[src/rtl/cfg_write_arbiter.sv]
// rtl/cfg_write_arbiter.sv - two-requester write arbiter owning the PWM control-register bank
module cfg_write_arbiter #(
  parameter bit RR_EN = 1'b1
) (
  input  logic       clk,
  input  logic       rst_n,
  input  logic       req0_valid,
  input  logic [6:0] req0_addr,
  input  logic [7:0] req0_data,
  output logic       req0_ready,
  input  logic       req1_valid,
  input  logic [6:0] req1_addr,
  input  logic [7:0] req1_data,
  output logic       req1_ready,
  output logic [7:0] en_reg_out_7_0,
  output logic [7:0] en_reg_out_15_8,
  output logic [7:0] en_reg_pwm_7_0,
  output logic [7:0] en_reg_pwm_15_8,
  output logic [7:0] pwm_duty_cycle,
  output logic       lock,
  output logic [4:0] wr_strobe,
  output logic       wr_err,
  output logic       last_grant
);

  localparam logic [6:0] ADDR_LOCK = 7'h05;
  localparam logic [6:0] NUM_DATA_REGS = 7'd5;

  logic       ptr;
  logic       grant0;
  logic       grant1;
  logic       accept;
  logic       src;
  logic [6:0] addr;
  logic [7:0] data;
  logic [7:0] regs [0:4];

  // Contention goes to req[ptr] in round-robin mode, otherwise req0 always wins.
  always_comb begin
    grant0 = 1'b0;
    grant1 = 1'b0;
    if (req0_valid && req1_valid) begin
      if (RR_EN && ptr) grant1 = 1'b1;
      else              grant0 = 1'b1;
    end else begin
      grant0 = req0_valid;
      grant1 = req1_valid;
    end
  end

  assign req0_ready = rst_n & grant0;
  assign req1_ready = rst_n & grant1;
  assign accept     = req0_ready | req1_ready;
  assign src        = req1_ready;
  assign addr       = src ? req1_addr : req0_addr;
  assign data       = src ? req1_data : req0_data;

  always_ff @(posedge clk or negedge rst_n) begin
    if (!rst_n) begin
      for (int i = 0; i < 5; i++) regs[i] <= 8'h00;
      lock       <= 1'b0;
      wr_strobe  <= 5'b0;
      wr_err     <= 1'b0;
      last_grant <= 1'b0;
      ptr        <= 1'b0;
    end else begin
      wr_strobe <= 5'b0;
      wr_err    <= 1'b0;
      if (accept) begin
        last_grant <= src;
        if (RR_EN) ptr <= ~src;
        // Bad or locked-out writes are still accepted so neither requester stalls.
        if (addr < NUM_DATA_REGS) begin
          if (!src || !lock) begin
            regs[addr[2:0]]      <= data;
            wr_strobe[addr[2:0]] <= 1'b1;
          end else begin
            wr_err <= 1'b1;
          end
        end else if (addr == ADDR_LOCK && !src) begin
          lock <= data[0];
        end else begin
          wr_err <= 1'b1;
        end
      end
    end
  end

  assign en_reg_out_7_0  = regs[0];
  assign en_reg_out_15_8 = regs[1];
  assign en_reg_pwm_7_0  = regs[2];
  assign en_reg_pwm_15_8 = regs[3];
  assign pwm_duty_cycle  = regs[4];

endmodule

[config.mk]
export PLATFORM = sky130hd
export DESIGN_NAME = cfg_write_arbiter
export DESIGN_NICKNAME = d
export VERILOG_FILES = /design/src/rtl/cfg_write_arbiter.sv
export SDC_FILE = /design/constraint.sdc
export NUM_CORES = 1
export LEC_CHECK = 0
export CORE_ASPECT_RATIO = 2
export CORE_MARGIN = 3
export CORE_UTILIZATION = 60
export CTS_CLUSTER_DIAMETER = 40
export DETAILED_ROUTE_END_ITERATION = 8
export DONT_BUFFER_PORTS = 1
export GPL_TIMING_DRIVEN = 0
export PLACE_DENSITY = 0.76
export SYNTH_ARGS = -nofsm -noshare
export SYNTH_HDL_FRONTEND = slang
export SYNTH_SLANG_ARGS = --single-unit
[constraint.sdc]
create_clock -name clk -period 4.3 [get_ports clk]
set_input_delay 0.43 -clock clk [delete_from_list [all_inputs] [get_ports clk]]
set_output_delay 0.43 -clock clk [all_outputs]
set_load 0.02 [all_outputs]
==> run_results.csv <==
group,metric,value,unit
timing,period_needed,2.45,ns
critical_path,rrSetupSlack,1.85,ns
critical_path,arrival,2.63,ns
pwr,p_per_area,416,nW/um^2
layout,post-route-util,69.5,%
grt,grt_first_pass_wirelength,6440,um
clock_tree,post_cts_resize_count,0,
pwr,p_int,0.685,mW
grt,grt_overflow,0,
yosys,synth.distinct_cells,29,
yosys,synth_area_per_cell,13.3,sq um
clock_tree,hold_buffers,2,
clock_tree,cts_sinks,49,
critical_path,required,4.48,ns
yosys,ys_ff_latch,49,
placement,dp_slack,1.83,ns
timing,hold_viol_final,0,
yosys,ys_seq_area_share,58.6,%
routing,antenna_left,0,
yosys,synth_fp_nets,191,
timing,fmax,408,MHz
pwr,p_leak,1.20,nW
routing,drt_first_iter_violations,19,
pwr,power_frac_comb,9.4,%
floorplan,io_pins,84,
floorplan,dieArea,4270,sq um
yosys,netlist_instances,157,
clock_tree,cts-root-buf,"clkbuf_8",
pwr,clock_power_share,30.6,%
layout,regArea,1230,sq um
critical_path,crit_fanout,8,
worst_hold_path,hold_class,"primary input to register",
floorplan,die_h,89.5,um
layout,multi_input_area,828,sq um
floorplan,start_util,64.1,%
clock_tree,cts_max_path_buffers,2,
timing,grt_setup_unrepaired,"no",
layout,final_nets,200,
routing,route.detailed.drc,0,
layout,final_cells,198,
timing,fin_setup_tns,0,ns
pwr,p_switching,0.258,mW
layout,final_area,2270,sq um
clock_tree,cts_setup_buffers,0,
timing,fin_skew,0.00518,ns
yosys,synth_top_area_share,58.6,%
yosys,ys.warnings.count,0,
grt,antenna_found_initial,0,
layout,drive_above_1_share,34.7,%
placement,port_buffers,0,
timing,timing.final.ws_setup,1.85,ns
timing,finalMaxSlewViolations,0,
grt,track_usage,21.8,%
grt,grt_max_degree,50,
routing,via_per_inst,6.38,
clock_tree,cts_tree,"done",
pwr,p_total,0.943,mW
job,cap_violations,0,
layout,diodes,0,
grt,grt_pass1_vias,1351,
pwr,power_frac_seq,60.0,%
timing,relSlewSlack,48.9,%
run_status,status,"finished clean",
pwr,ir_drop,0.276,mV
layout,mostFrequentLayoutCells,"49 x dfrtp_1, 33 x mux2_2, 27 x nand2_1",
placement,post_dp_cell_area,2130,sq um
yosys,synth_area,2090,sq um
floorplan,die_w,47.8,um
floorplan,fp.coreArea,3270,sq um
clock_tree,h-tree-depth,2,
placement,gp_congestion,0.657,
timing,finalSetupViolCount,0,
routing,wl_per_cell,21.5,um
clock_tree,clock_latency,0.29,ns
layout,area_delta_synth_final,8.49,%
pwr,switching_share,27.4,%
yosys,ys_top_cells_by_area,"dfrtp_1 59%, mux2_2 18%, mux2_4 5.7%",
timing,hold_slack,0.282,ns
floorplan,row_count,29,
routing,first_pass_iters,4,
layout,fillers,230,
timing,period_share,57.0,%
clock_tree,numCtsBuffers,5,
critical_path,worstSetupPathType,"register to register",
routing,wl,4250,um
placement,dp_cells,188,
critical_path,startpoint_type,"register",
placement,hpwl,3110,um
clock_tree,path_clk_slew,0.08,ns
timing,worst_pin_slew,0.763,ns
layout,layout_commonest_cell,"dfrtp_1",
critical_path,crit_path_end_kind,"register",
yosys,synth_top_cell_by_area,"dfrtp_1",
routing,vias,1263,
[cells in the mapped netlist]
master	instances
dfrtp_1	49
mux2_2	33
nand2_1	27
mux2_4	8
inv_1	5
and3_1	4
o21ai_0	4
a21oi_1	2
nand3_1	2
nor2_1	2
nor3_2	2
nor4_1	2
a22o_1	1
a2bb2oi_2	1
a311oi_1	1
buf_1	1
buf_6	1
clkbuf_1	1
mux2i_2	1
nand2b_1	1
nand3b_1	1
nor2b_1	1
nor3_1	1
nor3b_1	1
nor3b_2	1
o211ai_2	1
o22ai_1	1
or3b_1	1
or4_4	1
[final cells by class]
cell class	instances	share of cell area, %
Sequential cell	49	54.0
Clock inverter	1	0.221
Multi-Input combinational cell	100	36.5
Inverter	5	0.827
Tap cell	31	1.71
Buffer	3	0.827
Clock buffer	7	4.24
Timing Repair Buffer	2	1.65
[state kept, by name, summed over array words and instances (netlist names)]
name,count
en_reg_out_15_8,8
en_reg_out_7_0,8
en_reg_pwm_15_8,8
en_reg_pwm_7_0,8
last_grant,1
lock,1
ptr,1
pwm_duty_cycle,8
wr_err,1
wr_strobe,5
[routing by layer]
| layer | track usage [%] | wire [um] | up-vias |
|---|---|---|---|
| li1 | - | - | 564 |
| met1 | 23.3 | 1560 | 626 |
| met2 | 38.1 | 2250 | 68 |
| met3 | 7.26 | 386 | 5 |
| met4 | 7.35 | 57 | 0 |
| met5 | 0 | 0 | - |
[critical path, cell delays in order, from the launching register on]
cell and delay [ns]:
dfrtp_1 0.39, nand2b_1 0.14, nand3_1 0.10, inv_1 0.15
mux2i_2 0.44, nor3b_2 0.71, mux2_2 0.41
[cell families after synthesis]
logic type	count (synthesis)	synth area share, %
AO/OA/AOI/OAI	11	3.89
AND/OR/NAND/NOR	47	11.5
flip-flops	49	58.6
multiplexers	42	24.2
buffers and inverters	8	1.79
[path summary, 6_finish.rpt]
check                                      from                              to  depth (start not counted)
worst max-delay path            ptr$_DFFE_PN0P_  en_reg_out_15_8[5]$_DFFE_PN0P_                          6
worst min-delay path                      rst_n                 ptr$_DFFE_PN0P_                          1
worst max register to register  ptr$_DFFE_PN0P_  en_reg_out_15_8[5]$_DFFE_PN0P_                          6
worst min register to register  ptr$_DFFE_PN0P_                 ptr$_DFFE_PN0P_                          1
max in group asynchronous                 rst_n   en_reg_out_7_0[5]$_DFFE_PN0P_                          2
min in group asynchronous                 rst_n          wr_strobe[1]$_DFF_PN0_                          2
[power groups by stage]
stage | registers (mW) | logic [mW] | clock network (mW)
6_report | 0.566 | 0.0885 | 0.289
4_1_cts | 0.567 | 0.0903 | 0.295
2_1_floorplan | 0.566 | 0.0646 | 0
3_3_place_gp | 0.574 | 0.0727 | 0
3_5_place_dp | 0.576 | 0.0774 | 0
5_1_grt | 0.571 | 0.0990 | 0.319
Note: power is estimated with default switching activity, not from simulation.
